==> src/rtl/pif_ram_port_arbiter_if.sv <==
// Bundle of requester, RAM and error signals around the PIF RAM CPU-side port arbiter.
// Handshake: a requester holds req (with addr/wr/wdata stable) until completion (cpu_ready high
// with cpu_req high, or dma_ack) and must drop or change it at the edge ending that cycle;
// the RAM holds mem_valid for the cycle in which mem_q is valid while mem_oe is high.
interface pif_ram_port_arbiter_if #(
  parameter int ADDR_W = 12
);
  logic              cpu_req;
  logic [ADDR_W-1:0] cpu_addr;
  logic              cpu_wr;
  logic [7:0]        cpu_wdata;
  logic [7:0]        cpu_rdata;
  logic              cpu_ready;
  logic              dma_req;
  logic [ADDR_W-1:0] dma_addr;
  logic              dma_wr;
  logic [7:0]        dma_wdata;
  logic [7:0]        dma_rdata;
  logic              dma_ack;
  logic [ADDR_W-1:0] mem_addr;
  logic              mem_oe;
  logic              mem_wren;
  logic [7:0]        mem_data;
  logic [7:0]        mem_q;
  logic              mem_valid;
  logic              err_clr;
  logic              timeout_err;

  // master: requesters, RAM and control environment; slave: the arbiter itself
  modport master (
    output cpu_req, cpu_addr, cpu_wr, cpu_wdata,
    input  cpu_rdata, cpu_ready,
    output dma_req, dma_addr, dma_wr, dma_wdata,
    input  dma_rdata, dma_ack,
    input  mem_addr, mem_oe, mem_wren, mem_data,
    output mem_q, mem_valid,
    output err_clr,
    input  timeout_err
  );

  modport slave (
    input  cpu_req, cpu_addr, cpu_wr, cpu_wdata,
    output cpu_rdata, cpu_ready,
    input  dma_req, dma_addr, dma_wr, dma_wdata,
    output dma_rdata, dma_ack,
    output mem_addr, mem_oe, mem_wren, mem_data,
    input  mem_q, mem_valid,
    input  err_clr,
    output timeout_err
  );
endinterface

==> src/rtl/pif_ram_port_arbiter.sv <==
// Arbitrates the PIF RAM CPU-side byte port between the 6502 CPU and the joybus DMA engine,
// one access at a time, with a per-access timeout and a sticky timeout error flag.
module pif_ram_port_arbiter #(
  parameter int ADDR_W       = 12,
  parameter int TIMEOUT      = 255,
  parameter bit CPU_PRIORITY = 1'b0
) (
  input  logic                      clk,
  input  logic                      reset_l,
  pif_ram_port_arbiter_if.slave     bus,
  output logic [1:0]                dbg_state
);

  typedef enum logic [1:0] {
    S_IDLE   = 2'd0,
    S_ACCESS = 2'd1,
    S_RESP   = 2'd2
  } state_t;

  state_t            state;
  state_t            state_nxt;
  logic              grant_cpu;
  logic              wr_q;
  logic [7:0]        cnt;
  logic [ADDR_W-1:0] mem_addr_q;
  logic [7:0]        mem_data_q;
  logic [7:0]        cpu_rdata_q;
  logic [7:0]        dma_rdata_q;
  logic              err_q;

  logic              take;
  logic              pick_cpu;
  logic              done;
  logic              timed_out;

  always_comb begin
    state_nxt = state;
    take      = 1'b0;
    pick_cpu  = 1'b0;
    done      = 1'b0;
    timed_out = 1'b0;
    case (state)
      S_IDLE: begin
        if (bus.cpu_req || bus.dma_req) begin
          take = 1'b1;
          // grant_cpu doubles as last_grant once the previous access is over
          if (bus.cpu_req && bus.dma_req) pick_cpu = CPU_PRIORITY ? 1'b1 : !grant_cpu;
          else                            pick_cpu = bus.cpu_req;
          state_nxt = S_ACCESS;
        end
      end
      S_ACCESS: begin
        if (bus.mem_valid) begin
          done      = 1'b1;
          state_nxt = S_RESP;
        end else if (cnt == 8'(TIMEOUT - 1)) begin
          timed_out = 1'b1;
          state_nxt = S_RESP;
        end
      end
      S_RESP:  state_nxt = S_IDLE;
      default: state_nxt = S_IDLE;
    endcase
  end

  always_ff @(posedge clk or negedge reset_l) begin
    if (!reset_l) begin
      state       <= S_IDLE;
      grant_cpu   <= 1'b0;
      wr_q        <= 1'b0;
      cnt         <= 8'd0;
      mem_addr_q  <= '0;
      mem_data_q  <= 8'd0;
      cpu_rdata_q <= 8'd0;
      dma_rdata_q <= 8'd0;
      err_q       <= 1'b0;
    end else begin
      state <= state_nxt;
      if (take) begin
        grant_cpu  <= pick_cpu;
        wr_q       <= pick_cpu ? bus.cpu_wr    : bus.dma_wr;
        mem_addr_q <= pick_cpu ? bus.cpu_addr  : bus.dma_addr;
        mem_data_q <= pick_cpu ? bus.cpu_wdata : bus.dma_wdata;
        cnt        <= 8'd0;
      end else if (state == S_ACCESS) begin
        cnt <= cnt + 8'd1;
      end
      if (done && !wr_q) begin
        if (grant_cpu) cpu_rdata_q <= bus.mem_q;
        else           dma_rdata_q <= bus.mem_q;
      end
      if (timed_out) begin
        if (grant_cpu) cpu_rdata_q <= 8'hFF;
        else           dma_rdata_q <= 8'hFF;
      end
      // a timeout on the same edge as err_clr keeps the flag set
      if (timed_out)        err_q <= 1'b1;
      else if (bus.err_clr) err_q <= 1'b0;
    end
  end

  assign bus.mem_addr    = mem_addr_q;
  assign bus.mem_data    = mem_data_q;
  assign bus.mem_oe      = (state == S_ACCESS);
  assign bus.mem_wren    = (state == S_ACCESS) && wr_q && (cnt == 8'd0);
  assign bus.cpu_rdata   = cpu_rdata_q;
  assign bus.dma_rdata   = dma_rdata_q;
  assign bus.cpu_ready   = !bus.cpu_req || ((state == S_RESP) && grant_cpu);
  assign bus.dma_ack     = (state == S_RESP) && !grant_cpu;
  assign bus.timeout_err = err_q;
  assign dbg_state       = state;

endmodule
==> src/flat_wrapper.sv <==
// flat-port wrapper written by rule: the top's interface ports become plain ports
module pif_ram_port_arbiter_flat 
#(
  parameter int ADDR_W       = 12,
  parameter int TIMEOUT      = 255,
  parameter bit CPU_PRIORITY = 1'b0
)
  (clk, reset_l, dbg_state, bus_cpu_req, bus_cpu_addr, bus_cpu_wr, bus_cpu_wdata, bus_cpu_rdata, bus_cpu_ready, bus_dma_req, bus_dma_addr, bus_dma_wr, bus_dma_wdata, bus_dma_rdata, bus_dma_ack, bus_mem_addr, bus_mem_oe, bus_mem_wren, bus_mem_data, bus_mem_q, bus_mem_valid, bus_err_clr, bus_timeout_err);
  pif_ram_port_arbiter_if #(.ADDR_W(ADDR_W)) bus_i ();
  input  logic clk;
  input  logic reset_l;
  output logic [1:0] dbg_state;
  input wire logic [$bits(bus_i.cpu_req)-1:0] bus_cpu_req;
  input wire logic [$bits(bus_i.cpu_addr)-1:0] bus_cpu_addr;
  input wire logic [$bits(bus_i.cpu_wr)-1:0] bus_cpu_wr;
  input wire logic [$bits(bus_i.cpu_wdata)-1:0] bus_cpu_wdata;
  output wire logic [$bits(bus_i.cpu_rdata)-1:0] bus_cpu_rdata;
  output wire logic [$bits(bus_i.cpu_ready)-1:0] bus_cpu_ready;
  input wire logic [$bits(bus_i.dma_req)-1:0] bus_dma_req;
  input wire logic [$bits(bus_i.dma_addr)-1:0] bus_dma_addr;
  input wire logic [$bits(bus_i.dma_wr)-1:0] bus_dma_wr;
  input wire logic [$bits(bus_i.dma_wdata)-1:0] bus_dma_wdata;
  output wire logic [$bits(bus_i.dma_rdata)-1:0] bus_dma_rdata;
  output wire logic [$bits(bus_i.dma_ack)-1:0] bus_dma_ack;
  output wire logic [$bits(bus_i.mem_addr)-1:0] bus_mem_addr;
  output wire logic [$bits(bus_i.mem_oe)-1:0] bus_mem_oe;
  output wire logic [$bits(bus_i.mem_wren)-1:0] bus_mem_wren;
  output wire logic [$bits(bus_i.mem_data)-1:0] bus_mem_data;
  input wire logic [$bits(bus_i.mem_q)-1:0] bus_mem_q;
  input wire logic [$bits(bus_i.mem_valid)-1:0] bus_mem_valid;
  input wire logic [$bits(bus_i.err_clr)-1:0] bus_err_clr;
  output wire logic [$bits(bus_i.timeout_err)-1:0] bus_timeout_err;
  assign bus_i.cpu_req = bus_cpu_req;
  assign bus_i.cpu_addr = bus_cpu_addr;
  assign bus_i.cpu_wr = bus_cpu_wr;
  assign bus_i.cpu_wdata = bus_cpu_wdata;
  assign bus_cpu_rdata = bus_i.cpu_rdata;
  assign bus_cpu_ready = bus_i.cpu_ready;
  assign bus_i.dma_req = bus_dma_req;
  assign bus_i.dma_addr = bus_dma_addr;
  assign bus_i.dma_wr = bus_dma_wr;
  assign bus_i.dma_wdata = bus_dma_wdata;
  assign bus_dma_rdata = bus_i.dma_rdata;
  assign bus_dma_ack = bus_i.dma_ack;
  assign bus_mem_addr = bus_i.mem_addr;
  assign bus_mem_oe = bus_i.mem_oe;
  assign bus_mem_wren = bus_i.mem_wren;
  assign bus_mem_data = bus_i.mem_data;
  assign bus_i.mem_q = bus_mem_q;
  assign bus_i.mem_valid = bus_mem_valid;
  assign bus_i.err_clr = bus_err_clr;
  assign bus_timeout_err = bus_i.timeout_err;
  pif_ram_port_arbiter #(.ADDR_W(ADDR_W), .TIMEOUT(TIMEOUT), .CPU_PRIORITY(CPU_PRIORITY)) u_core (.clk(clk), .reset_l(reset_l), .bus(bus_i), .dbg_state(dbg_state));
endmodule
==> config.mk <==
export PLATFORM = sky130hd
export DESIGN_NAME = pif_ram_port_arbiter_flat
export DESIGN_NICKNAME = d
export VERILOG_FILES = /design/src/rtl/pif_ram_port_arbiter_if.sv /design/src/rtl/pif_ram_port_arbiter.sv /design/src/flat_wrapper.sv
export SDC_FILE = /design/constraint.sdc
export NUM_CORES = 1
export LEC_CHECK = 0
export CELL_PAD_IN_SITES_DETAIL_PLACEMENT = 2
export CELL_PAD_IN_SITES_GLOBAL_PLACEMENT = 2
export CORE_MARGIN = 2
export CORE_UTILIZATION = 26
export CTS_BUF_LIST = sky130_fd_sc_hd__clkbuf_4 sky130_fd_sc_hd__clkbuf_8
export CTS_CLUSTER_DIAMETER = 60
export DETAILED_ROUTE_END_ITERATION = 8
export PLACE_DENSITY_LB_ADDON = 0.1
export SETUP_SLACK_MARGIN = 0.5
export SLEW_MARGIN = 40
export SYNTH_ARGS = -nofsm -noshare
export SYNTH_HDL_FRONTEND = slang
export SYNTH_SLANG_ARGS = --single-unit
==> constraint.sdc <==
create_clock -name clk -period 1.9 [get_ports clk]
set_clock_uncertainty 0.05 [all_clocks]
set_input_delay 0.38 -clock clk [delete_from_list [all_inputs] [get_ports clk]]
set_output_delay 0.38 -clock clk [all_outputs]
set_load 0.01 [all_outputs]
==> out/metrics.cfg <==
[clocking]
cts_sinks = 49
cts_max_level = 2
insertion_delay_ns = 0.32
ctsHoldBuffers = 0
cts_buffers = 5
cts_tree = yes
root_buffer = clkbuf_8
cts_max_path_buffers = 2
clk_pin_slew_ns = 0.11

[sta]
layout_min_cycle_time_ns = 1.97
rsz0062_at_grt = true
hold_viol_final = 0
fin_hold_ws_ns = 0.0355
fin_crit_sh_pct = 104
setup_viol = 1
drv_slew = 0
fmax_mhz = 506
fin_ws_ns = -0.0744
tightest_slew_ns = 0.684
slew_headroom_pct = 54.4

[drt]
wl_met1_um = 5010
drt_iter0_drc = 32
via_per_inst = 5.15
dr.max_layer_used = met4
wl_met3_um = 635
drt_wl_total_um = 12800
wl_per_cell_um = 22.2
wl_met2_um = 6820
ant_nets = 0
firstDrtPassIters = 4
drc_errors = 0
vias = 2955

[global_route]
grtUsageTotal_pct = 22.8
overflow = 0
grt_pass1_wl_um = 18100
grt_max_degree = 27
grt_pass1_vias = 3226
antenna_found_initial = 0

[critical_path]
end_kind = output pin
cp.arrival_ns = 1.54
rrSetupSlack_ns = 0.05
cp.required_ns = 1.47
r2r_cells = 9
crit_fanout = 2
r2r-start = u_core.dbg_state[0]
critical_path_class = flip-flop to output pin
crit_path_start_kind = flip-flop
r2r_end = u_core.bus.mem_addr[5]

[floorplanning]
io_pins = 99
dieArea_um2 = 10600
die_h_um = 103
rows = 36
initial_utilization_pct = 26.5
core_area_um2 = 9640
die_w_um = 103

[yosys]
synth_edf_count = 0
synth_seq_area_share_pct = 48.0
yosysWarnings = 0
syn-cell-area_um2 = 2560
ys_ff_latch = 49
synth_cells = 265
synth_top_cell_by_area = dfrtp_1
synth_top_area_share_pct = 48.0
synth-async-reset-ratio_pct = 100
syn_area_per_cell_um2 = 9.65
syn_nets = 324
post-synth-top-count-cell = dfrtp_1
synth.area.top_cells = dfrtp_1 48%, nand3_1 6.9%, o311ai_1 6.5%, nand4_1 6.1%, o21ai_0 4.3%
ys_types = 40
yosys-top-cells-count = 49 x dfrtp_1, 35 x nand3_1, 26 x inv_1
synthFlopType = dfrtp_1

[layout]
final_util_pct = 52.2
multi_input_area_um2 = 1670
n_fill_cell = 995
drive_gt1_share_pct = 54.9
nNetsFinal = 499
antenna_cells = 0
seqCellArea_um2 = 1230
fin_cells = 574
syn_to_final_growth_pct = 96.9

[pwr]
p_leak_nw = 2.24
peakVddDrop_mv = 0.509
powerDensity_nw_per_um2 = 1590

[run_status]
status = finished, violations left
violations = setup timing

[placement]
finalWeightedCongestion = 0.733
dp_hpwl_um = 6660
dp.cells = 502
port_buffers = 98

[worst_hold_path]
min_path_type = input port to asynchronous set/reset pin

[job]
cap_violations = 0

==> worst max-delay path: stages, from the launching register on <==
cell and delay, ns:
dfrtp_1 0.39, or4_4 0.54, nor4_4 0.13, buf_2 0.16
==> worst max path at each step <==
stage,end,from,cells past startpoint
floorplan,bus_mem_wren,u_core.cnt[4],2
global placement,bus_mem_wren,u_core.cnt[7],3
detailed placement,bus_mem_wren,u_core.cnt[7],3
CTS,bus_mem_wren,u_core.cnt[3],3
global route,bus_mem_wren,u_core.cnt[7],3
finish,bus_mem_wren,u_core.cnt[7],3
==> kinds of logic (layout without fill, tap and decap cells) <==
kind of cell / Yosys count / in the layout / share of synthesized area, %
xor+xnor: 2 / 2 / 0.685
compound gates: 70 / 70 / 17.5
flops: 49 / 49 / 48.0
fa+ha+maj: 3 / 3 / 1.47
mux: 5 / 5 / 1.96
simple gates: 86 / 91 / 20.9
buf+inv: 50 / 221 / 9.54
==> where the power goes <==
part	internal, mW	switching (mW)
Clock	0.429	0.413
Sequential	1.49	0.361
Combinational	2.79	2.52
Total	4.71	3.30
==> placed cells by master, fill, tap and decap left out, types with 2 or more instances in the layout <==
master           instances
clkdlybuf4s50_1         53
buf_4                   47
dfrtp_1                 47
o21ai_2                 40
buf_6                   33
buf_2                   26
nand4_1                 25
nand3_1                 25
inv_1                   23
o311ai_2                14
clkbuf_2                14
nand3_2                 10
nand2_1                  6
clkbuf_8                 6
buf_12                   6
and3_4                   5
o311ai_4                 5
mux2i_1                  5
buf_16                   4
clkinvlp_4               3
o21ai_4                  3
buf_8                    3
nand4bb_4                2
nor3b_4                  2
nand3b_1                 2
nor2_4                   2
or2_4                    2
nor2_2                   2
o311ai_1                 2
ha_1                     2
dfrtp_2                  2
==> flip-flops by register name, indices dropped and copies added (netlist names) <==
register                cells
u_core.dbg_state            2
u_core.bus.cpu_rdata        8
u_core.grant_cpu            1
u_core.bus.mem_data         8
u_core.bus.dma_rdata        8
u_core.cnt                  8
u_core.bus.mem_addr        12
u_core.wr_q                 1
u_core.bus.timeout_err      1
==> metal layers <==
metal,GRT usage [%],vias up
met2,41.5,100
met4,6.28,0
met5,0,-
met1,26.5,1494
li1,-,1338
met3,5.63,23
==> repair_timing <==
item	in CTS	in global routing
gates cloned	8	1
gates resized for setup	242	96
setup endpoints to repair	92	84
pin swaps	49	31
setup buffers	36	19
==> per-stage QoR <==
step	TNS (ns)	total power, mW	cell area (um^2)	setup WS [ns]
2_1_floorplan	0	3.26	2580	0.274
3_3_place_gp	-0.197	4.71	3820	-0.197
3_5_place_dp	-0.212	4.81	3820	-0.212
4_1_cts	-0.0961	7.08	4710	-0.0961
5_1_grt	-0.152	8.45	5030	-0.152
6_report	-0.0744	8.01	5030	-0.0744
==> final cells by class <==
class	instances	share of cell area [%]
Timing Repair Buffer	187	34.6
Multi-Input combinational cell	171	33.2
Sequential cell	49	24.4
Tap cell	133	3.31
Inverter	26	2.09
Clock buffer	6	1.64
Clock inverter	2	0.746
(Power assumes the default switching activity.)
